[config.mk]
export PLATFORM = sky130hd
export DESIGN_NAME = carry_resolve_stage
export DESIGN_NICKNAME = d
export VERILOG_FILES = /design/src/rtl/carry_resolve_stage.sv
export SDC_FILE = /design/constraint.sdc
export NUM_CORES = 1
export LEC_CHECK = 0
export CORE_ASPECT_RATIO = 0.8
export CORE_MARGIN = 2
export CORE_UTILIZATION = 28
export CTS_CLUSTER_SIZE = 10
export DETAILED_ROUTE_END_ITERATION = 16
export MAX_ROUTING_LAYER = met4
export PLACE_DENSITY = 0.61
export SYNTH_ARGS = -nofsm -noshare
export SYNTH_HDL_FRONTEND = slang
export SYNTH_SLANG_ARGS = --single-unit
[constraint.sdc]
create_clock -name clk -period 3.5 [get_ports clk]
set_input_delay 0.35 -clock clk [delete_from_list [all_inputs] [get_ports clk]]
set_output_delay 0.35 -clock clk [all_outputs]
set_load 0.01 [all_outputs]
[src/rtl/carry_resolve_stage.sv]
// carry_resolve_stage: second stage of the modulo-(2^WIDTH - 1) adder/subtractor.
// Captures the dual-rail half-sum (a) and shifted half-carry (b) vectors, then
// resolves carries one carry-save step per clock with end-around carry. It
// returns a normalized residue through a valid/ready handshake.
// Optional feature macro: CARRY_RESOLVE_RAIL_CHECK_EN (dual-rail integrity check).
module carry_resolve_stage #(
  parameter int WIDTH    = 4,
  parameter int MAX_ITER = 8
) (
  input  logic             clk,
  input  logic             rst_n,
  input  logic             in_valid,
  output logic             in_ready,
  input  logic [WIDTH-1:0] a_0,
  input  logic [WIDTH-1:0] a_1,
  input  logic [WIDTH-1:0] b_0,
  input  logic [WIDTH-1:0] b_1,
  output logic             out_valid,
  input  logic             out_ready,
  output logic [WIDTH-1:0] result,
  output logic             err
);

  localparam int CNT_W = $clog2(MAX_ITER + 1);

  typedef enum logic [1:0] {IDLE, ITER, DONE} state_t;

  state_t           state;
  logic [WIDTH-1:0] a_reg;
  logic [WIDTH-1:0] c_reg;
  logic [CNT_W-1:0] cnt;

  // A left rotation by one is multiplication by 2 modulo 2^WIDTH - 1.
  function automatic logic [WIDTH-1:0] rotl1(input logic [WIDTH-1:0] v);
    return {v[WIDTH-2:0], v[WIDTH-1]};
  endfunction

  // All-ones is the ones'-complement negative zero and is reported as 0.
  function automatic logic [WIDTH-1:0] norm(input logic [WIDTH-1:0] v);
    return (&v) ? '0 : v;
  endfunction

  logic             rail_bad;
  logic [WIDTH-1:0] c_cap;
  logic [WIDTH-1:0] a_nxt;
  logic [WIDTH-1:0] c_nxt;
  logic [CNT_W-1:0] cnt_nxt;

`ifdef CARRY_RESOLVE_RAIL_CHECK_EN
  // Any rail pair that is not complementary (00 or 11) is a violation.
  assign rail_bad = (|(~(a_0 ^ a_1))) | (|(~(b_0 ^ b_1)));
`else
  // The complement rails carry no information when the check is disabled.
  assign rail_bad = 1'b0;
  wire unused_rails = &{1'b0, a_1, b_1};
`endif

  // b arrives with bit k-1 holding weight 2^k; the top bit wraps to weight 1.
  assign c_cap   = rotl1(b_0);
  assign a_nxt   = a_reg ^ c_reg;
  assign c_nxt   = rotl1(a_reg & c_reg);
  assign cnt_nxt = cnt + CNT_W'(1);

  assign in_ready  = (state == IDLE);
  assign out_valid = (state == DONE);

  // Capture, iterative carry resolution and result hold, with async reset.
  // NOTE: every register here uses non-blocking assignment so all state
  // updates see the pre-edge values of a_reg/c_reg/cnt.
  always_ff @(posedge clk or negedge rst_n) begin
    if (!rst_n) begin
      state  <= IDLE;
      a_reg  <= '0;
      c_reg  <= '0;
      cnt    <= '0;
      result <= '0;
      err    <= 1'b0;
    end else begin
      unique case (state)
        IDLE: begin
          if (in_valid) begin
            a_reg <= a_0;
            c_reg <= c_cap;
            cnt   <= '0;
            if (rail_bad) begin
              state  <= DONE;
              result <= '0;
              err    <= 1'b1;
            end else if (c_cap == '0) begin
              state  <= DONE;
              result <= norm(a_0);
              err    <= 1'b0;
            end else begin
              state  <= ITER;
            end
          end
        end
        ITER: begin
          a_reg <= a_nxt;
          c_reg <= c_nxt;
          cnt   <= cnt_nxt;
          if (c_nxt == '0) begin
            state  <= DONE;
            result <= norm(a_nxt);
            err    <= 1'b0;
          end else if (cnt_nxt == CNT_W'(MAX_ITER)) begin
            state  <= DONE;
            result <= '0;
            err    <= 1'b1;
          end
        end
        DONE: begin
          if (out_ready) state <= IDLE;
        end
        default: state <= IDLE;
      endcase
    end
  end

endmodule

Word level (Yosys, flattened, before mapping)
Cells that the tools add are included.
{ "op_classes": {"div": 0, "n_lt_le_gt_ge": 0, "n_reduce_logical": 9, "mul": 0, "add_sub_neg": 1, "shifts": 0, "n_eq_ne": 7, "bitwise": 2, "muxes": 24} }
{ "ops": {"columns": ["operator", "count"], "rows": [
  ["4-bit two-way mux", 9],
  ["4-bit case mux with 2 select lines", 4],
  ["4-bit AND reduction", 3],
  ["2-bit two-way mux", 5],
  ["4-bit logical NOT", 2],
  ["2-bit case mux with 3 select lines", 1],
  ["4-bit by 1-bit adder with 4-bit output (second input constant)", 1],
  ["4-bit bitwise AND", 1],
  ["4-bit == test (second input constant)", 1],
  ["1-bit two-way mux", 4],
  ["2-bit by 1-bit inequality test with 1-bit output (second input constant)", 2],
  ["4-bit bitwise XOR", 1],
  ["3-bit inequality test (second input constant)", 1],
  ["3-bit AND reduction", 1],
  ["2-bit by 1-bit == test with 1-bit output (second input constant)", 1],
  ["2-bit == test (second input constant)", 1],
  ["2-bit logical NOT", 1],
  ["2-bit inequality test (second input constant)", 1],
  ["1-bit case mux with 2 select lines", 1],
  ["2-bit AND reduction", 1],
  ["2-bit nonzero test", 1]
]} }
{ "totals": {"latchBits": 0, "out_inout_bits": 7, "mem_bits_rw": 0, "in_bits": 20, "rom_bits": 0, "word_cells": 49, "ff_bits": 19, "n_memories": 0} }

Logic depth before layout (Yosys ltp)
Gate-level depths: netlist (run 1).
{ "depth": {"word_depth": 5, "depth_mapped": 5, "depth_no_buf": 5} }

Least setup slack after synthesis (run 1)
Ideal clock, no wire load.
{ "synth_path": {"kind": "input to register", "start": "input port b_0[0]", "end": "register result[0]", "setup_time_ns": 0.125, "path_slack_ns": 1.884, "n_path_buf": 0, "required_ns": 3.375, "t_arrival_ns": 1.491, "stages": 4, "cell_sequence": "or4_4 a21oi_4 o21ai_4 mux2_4"} }
{ "synth_via": {"elab_chain_len": 3} }
{ "synth_lines": {"columns": ["item", "line_no", "rtl"], "rows": [
  ["from (decl)", "16", "input logic [WIDTH-1:0] b_0,"],
  ["4-bit logical NOT", "89", "end else if (c_cap == '0) begin"],
  ["2-bit by 1-bit inequality test with 1-bit output (no line)", null, null],
  ["4-bit AND reduction (no line)", null, null],
  ["to (signal assigned)", "91", "result <= norm(a_0);"],
  ["to (signal assigned)", "104", "result <= norm(a_nxt);"],
  ["to (decl)", "20", "output logic [WIDTH-1:0] result,"]
]} }
Every way passes these cells.
A chain may end at the register's enable or synchronous reset.

Final worst setup path (run 1)
{ "layout_path": {"start": "register state[0]", "end": "output port in_ready"} }
{ "layout_via": {"elab_chain_len": 1} }
{ "layout_lines": {"columns": ["item", "line_no", "rtl"], "rows": [
  ["from (decl)", "28", "state_t state;"],
  ["from (signal assigned)", "72", "state <= IDLE;"],
  ["from (signal assigned)", "86", "state <= DONE;"],
  ["from (signal assigned)", "90", "state <= DONE;"],
  ["2-bit logical NOT", "64", "assign in_ready = (state == IDLE);"],
  ["to (decl)", "13", "output logic in_ready,"]
]} }
Every way passes these cells.

==> impl_metrics.csv, run 1 <==
group,metric,value,unit
run_status,status,"complete, no violations",
routing,drc,0,
sta,worstMarginPinSlew,0.886,ns
sta,setup_tns,0,ns
cells_and_area,layout_commonest_cell,"dfrtp_1",
power,ir_drop,0.000250,V
worst_setup_path,crit-reg2reg-capture,"result[3]$_DFFE_PN0P_",
routing,drtIter0Drc,26,
cells_and_area,n_antenna_cell,0,
floorplan,start_util,0.289,
synthesis,syn_area_per_cell,10.1,µm²
synthesis,synth_top_area_frac,0.435,
synthesis,yosys.area.top_type,"dfrtp_1",
routing,wl_per_cell,12.6,µm
worst_setup_path,endpoint_kind,"primary output",
cells_and_area,fillers,386,
sta,fmax,506,MHz
cells_and_area,final_cell_mix,"dfrtp_1 (19), clkdlybuf4s50_1 (18), nand2_1 (17), o21ai_0 (14), nand3_1 (13)",
sta,setup_ws,1.53,ns
global_routing,grt-ovfl-total,0,
cells_and_area,finalNonFillerCells,182,
worst_setup_path,worstPathMaxFanout,5,
global_routing,grt_pass1_vias,907,
sta,period_share,0.564,
placement,dpl.hpwl,1700,µm
sta,hold_ws,0.492,ns
placement,dp_cells,178,
global_routing,grt_max_degree,23,
clock_network,postCtsSetupBuffers,0,
worst_setup_path,reg2regPathDepth,4,
clock_network,cts_root_buf,"clkbuf_8",
placement,place_ws,1.35,ns
synthesis,syn_area,1090,µm²
routing,postRouteAntennaNets,0,
worst_setup_path,r2r_slack,1.73,ns
floorplan,die_h,59.9,µm
clock_network,cts_tree,"built",
synthesis,seq_area_frac_synth,0.435,
floorplan,pin_count,27,
floorplan,chipWidth,73.8,µm
routing,vias,855,
clock_network,clock_latency,0.25,ns
synthesis,netlist_top_cells_area,"dfrtp_1 (44%), mux2i_1 (7.3%), o21ai_0 (6.4%)",
sta,slew_violations,0,
floorplan,fp-row-count,20,
clock_network,clockBufferDepth,2,
worst_setup_path,start_kind,"flip-flop",
clock_network,clock_sinks,19,
sta,relSlewSlack,0.408,
sta,post-route-min-period,1.97,ns
global_routing,grt_pass1_wl,3880,µm
synthesis,syn_inst,108,
floorplan,die_area,4420,µm²
clock_network,cts-htree-levels,1,
cells_and_area,area_delta_synth_final,25.8,%
cells_and_area,fin_nets,153,
synthesis,syn_nets,133,
sta,rsz0062_at_grt,"false",
floorplan,core-area,3780,µm²
worst_setup_path,cp.arrival,1.62,ns
placement,numPortBuffers,18,
global_routing,grt_use_total,0.118,
power,power,1120,µW
power,powerDensity,816,nW/µm²
min_path,hp-class,"reg2reg",
worst_setup_path,critPathKind,"reg2out",
clock_network,cts_resized,0,
cells_and_area,drive_above_1_share,0.110,
routing,wirelength,2290,µm
min_path,hold_end,"c_reg[3]$_DFFE_PN0P_",
sta,hold_viol_final,0,
clock_network,clk_pin_slew_worst_paths,0.07,ns
synthesis,yosysWarnings,0,
min_path,hold-path-cell-count,2,
clock_network,cts_buffers,3,
power,leakage,0.000610,µW
routing,dr.pass1.iters,4,
synthesis,ys_types,27,
worst_setup_path,r2r_start,"state[0]$_DFFE_PN0P_",
synthesis,synth-seq-cells,19,
routing,via_per_inst,4.70,
worst_setup_path,required,3.15,ns
min_path,hold_start,"c_reg[3]$_DFFE_PN0P_",
sta,setup_viol,0,
sta,clock_skew,0.00255,ns
clock_network,cts_hold_buf,0,
run,drv_cap,0,
global_routing,grt_antenna_before_repair,0,
placement,gp_congestion,0.689,
-- power breakdown --
part	switching, µW	internal (µW)
logic	305	288
clock network	74.5	80.9
registers	63.8	309
-- final cells by class --
class                   instances  area [µm²]  area share
flip-flops and latches         19         475       0.346
clock buffers                   4        45.0      0.0328
well taps                      55        68.8      0.0501
repair buffers                 18         180       0.131
multi-input cells              86         604       0.440
-- logic make-up after synthesis --
| family | count (synthesis) | synth area share |
|---|---|---|
| flip-flops | 19 | 0.435 |
| multiplexers | 12 | 0.128 |
| AND/OR/NAND/NOR | 41 | 0.181 |
| AO/OA/AOI/OAI | 27 | 0.179 |
| buffers and inverters | 3 | 0.0115 |
| XOR/XNOR | 1 | 0.00802 |
| adder cells (fa/ha/maj) | 5 | 0.0573 |
-- synth_stat cells --
cell	instances
a21bo_2	1
a21oi_1	2
a21oi_4	2
a22o_1	1
a22oi_1	1
a41o_2	1
and2b_1	1
buf_2	1
clkbuf_1	2
dfrtp_1	19
ha_1	5
mux2_4	4
mux2i_1	8
nand2_1	17
nand2b_1	3
nand3_1	13
nand3b_1	1
nor2_1	3
nor2b_1	1
nor4_1	1
o21ai_0	14
o21ai_1	2
o21ai_4	1
o21bai_1	1
o21bai_2	1
or4_4	1
xor2_1	1
-- per-layer routing --
metal  vias up  track usage  share of wire
li1        425            -              -
met1       413        0.134           0.48
met2        15        0.199           0.48
met3         2       0.0253          0.032
met4         0       0.0597          0.012
met5         -            -              0
-- critical path, stage by stage, from the launching register on --
cell	delay [ns]
dfrtp_1	0.43
nor2_1	0.34
clkdlybuf4s50_1	0.61
-- worst max-delay path by stage --
stage | start | to | slack, ns | cells past startpoint
floorplan | b_0[0] | result[0]$_DFFE_PN0P_ | 1.88 | 4
global route | state[0]$_DFFE_PN0P_ | in_ready | 1.44 | 2
detailed placement | b_0[0] | result[3]$_DFFE_PN0P_ | 1.35 | 5
CTS | state[0]$_DFFE_PN0P_ | in_ready | 1.53 | 2
global placement | b_0[0] | result[2]$_DFFE_PN0P_ | 1.37 | 5
finish | state[0]$_DFFE_PN0P_ | in_ready | 1.53 | 2
-- stage by stage --
step	area [µm²]	util
after floorplan	1090	-
after global placement	1330	0.352
after detailed placement	1330	0.352
after CTS	1370	0.364
after global routing	1370	0.364
final	1370	0.364
Note: power is estimated with default switching activity, not from simulation.
==> run 2: changes to the inputs <==
- PLACE_DENSITY: 0.61 -> 0.63
- clock period: 3.5 -> 1.6 ns (I/O delays scaled with it)
==> run 2 against run 1 <==
Net effect: die area is the same; highest routed layer unchanged; global-route usage increased by 0.49 points; sequential share of layout area fell by 4.2 points; sequential power is 120% higher; critical endpoint is now result[1]$_DFFE_PN0P_; clock power rose by 110%; largest power group unchanged; cell count grew 10%.
==> impl_metrics.csv, run 2 (synthesis results as in run 1) <==
group,metric,value,unit
run_status,status,"complete, no violations",
routing,via_per_inst,4.70,
global_routing,grt_antenna_before_repair,0,
global_routing,grt_pass1_vias,925,
clock_network,clock_sinks,19,
sta,hold_viol_final,0,
sta,clock_skew,0.00420,ns
worst_setup_path,r2r_slack,0.003,ns
placement,dpl.hpwl,1880,µm
sta,worstMarginPinSlew,0.390,ns
worst_setup_path,endpoint_kind,"flip-flop",
cells_and_area,area_delta_synth_final,43.1,%
clock_network,clk_pin_slew_worst_paths,0.07,ns
worst_setup_path,start_kind,"flip-flop",
sta,post-route-min-period,1.60,ns
global_routing,grt_pass1_wl,4060,µm
power,ir_drop,0.000488,V
floorplan,chipWidth,73.8,µm
run,drv_cap,0,
sta,hold_ws,0.245,ns
cells_and_area,final_core_util,0.414,
clock_network,cts_tree,"built",
cells_and_area,fin_nets,172,
sta,slew_violations,0,
clock_network,clockBufferDepth,2,
sta,period_share,0.998,
clock_network,clock_latency,0.25,ns
power,powerDensity,1810,nW/µm²
placement,numPortBuffers,18,
placement,gp_congestion,0.775,
sta,rsz0062_at_grt,"true",
worst_setup_path,critPathKind,"reg2reg",
floorplan,core-area,3780,µm²
global_routing,grt_use_total,0.123,
min_path,hp-class,"in2async",
cells_and_area,fillers,362,
floorplan,die_area,4420,µm²
worst_setup_path,worstPathMaxFanout,4,
floorplan,start_util,0.289,
routing,postRouteAntennaNets,0,
global_routing,grt_max_degree,22,
floorplan,fp-row-count,20,
clock_network,cts_buffers,3,
floorplan,pin_count,27,
worst_setup_path,required,1.74,ns
routing,wl_per_cell,12.1,µm
global_routing,grt-ovfl-total,0,
routing,drtIter0Drc,47,
sta,fmax,626,MHz
cells_and_area,drive_above_1_share,0.267,
worst_setup_path,cp.arrival,1.74,ns
sta,setup_viol,0,
power,leakage,0.000736,µW
floorplan,die_h,59.9,µm
cells_and_area,final_cell_mix,"dfrtp_1 (19), buf_4 (19), nand2_1 (17), clkdlybuf4s50_1 (16), o21ai_0 (14)",
sta,setup_tns,0,ns
routing,wirelength,2430,µm
clock_network,cts_hold_buf,0,
routing,drc,0,
cells_and_area,n_antenna_cell,0,
routing,dr.pass1.iters,4,
routing,vias,945,
sta,relSlewSlack,0.740,
clock_network,cts_root_buf,"clkbuf_8",
clock_network,cts-htree-levels,1,
run 2: cell count changes in the layout (fill, tap and decap cells not counted), sizes merged:
cell,before,now
buf,0,19
clkbuf,4,3
clkdlybuf4s50,18,16
clkinv,0,1
dlymetal6s2s,0,2
run 2: per-stage QoR:
stage | cells | instance area (µm²) | setup WS, ns | power [µW]
final | 201 | 1560 | 0.00267 | 2830
after global routing | 201 | 1560 | -0.0541 | 3060
after CTS | 199 | 1530 | -0.0145 | 2770
after detailed placement | 194 | 1460 | -0.294 | 2350
after global placement | 194 | 1460 | -0.273 | 2310
after floorplan | 108 | 1100 | 0.0113 | 1770
run 2: path summary, 6_finish.rpt:
check	startpoint	end	depth (start not counted)
max reg2reg	a_reg[1]$_DFFE_PN0P_	result[1]$_DFFE_PN0P_	5
max in group asynchronous	rst_n	cnt[1]$_DFFE_PN0P_	2
max	a_reg[1]$_DFFE_PN0P_	result[1]$_DFFE_PN0P_	5
min	rst_n	a_reg[0]$_DFFE_PN0P_	2
min in group clk	a_reg[0]$_DFFE_PN0P_	a_reg[0]$_DFFE_PN0P_	2
min reg2reg	a_reg[0]$_DFFE_PN0P_	a_reg[0]$_DFFE_PN0P_	2
run 2: layer usage:
metal  up-vias  track usage  wire (µm)
met4         0       0.0390         27
met2        21        0.200       1180
li1        464            -          -
met1       458        0.151       1140
met3         2       0.0320         80
met5         -            -          0
run 2: power breakdown:
| part | internal (µW) | total (µW) | switching [µW] |
|---|---|---|---|
| combinational | 916 | 1680 | 759 |
| clock | 173 | 326 | 153 |
| sequential | 676 | 832 | 156 |
run 2: area by class of cell:
type,count,area [µm²],area share
clock buffers,3,41.3,0.0264
repair buffers,37,328,0.210
multi-input cells,86,644,0.412
well taps,55,68.8,0.0440
clock inverters,1,5.00,0.00320
flip-flops and latches,19,475,0.304
run 2: what timing repair did:
item	4_1_cts	5_1_grt
gates resized for setup	4	4
setup buffers	1	2
gates cloned	0	0
pin swaps	3	2
endpoints found under the setup margin	6	7
endpoints found under the hold margin	0	0
run 2: critical path: stages (launching register included):
cell and delay, ns:
dfrtp_1 0.42, ha_4 0.18, nor4_4 0.30, nand2b_4 0.20, o21ai_4 0.08, mux2_4 0.30
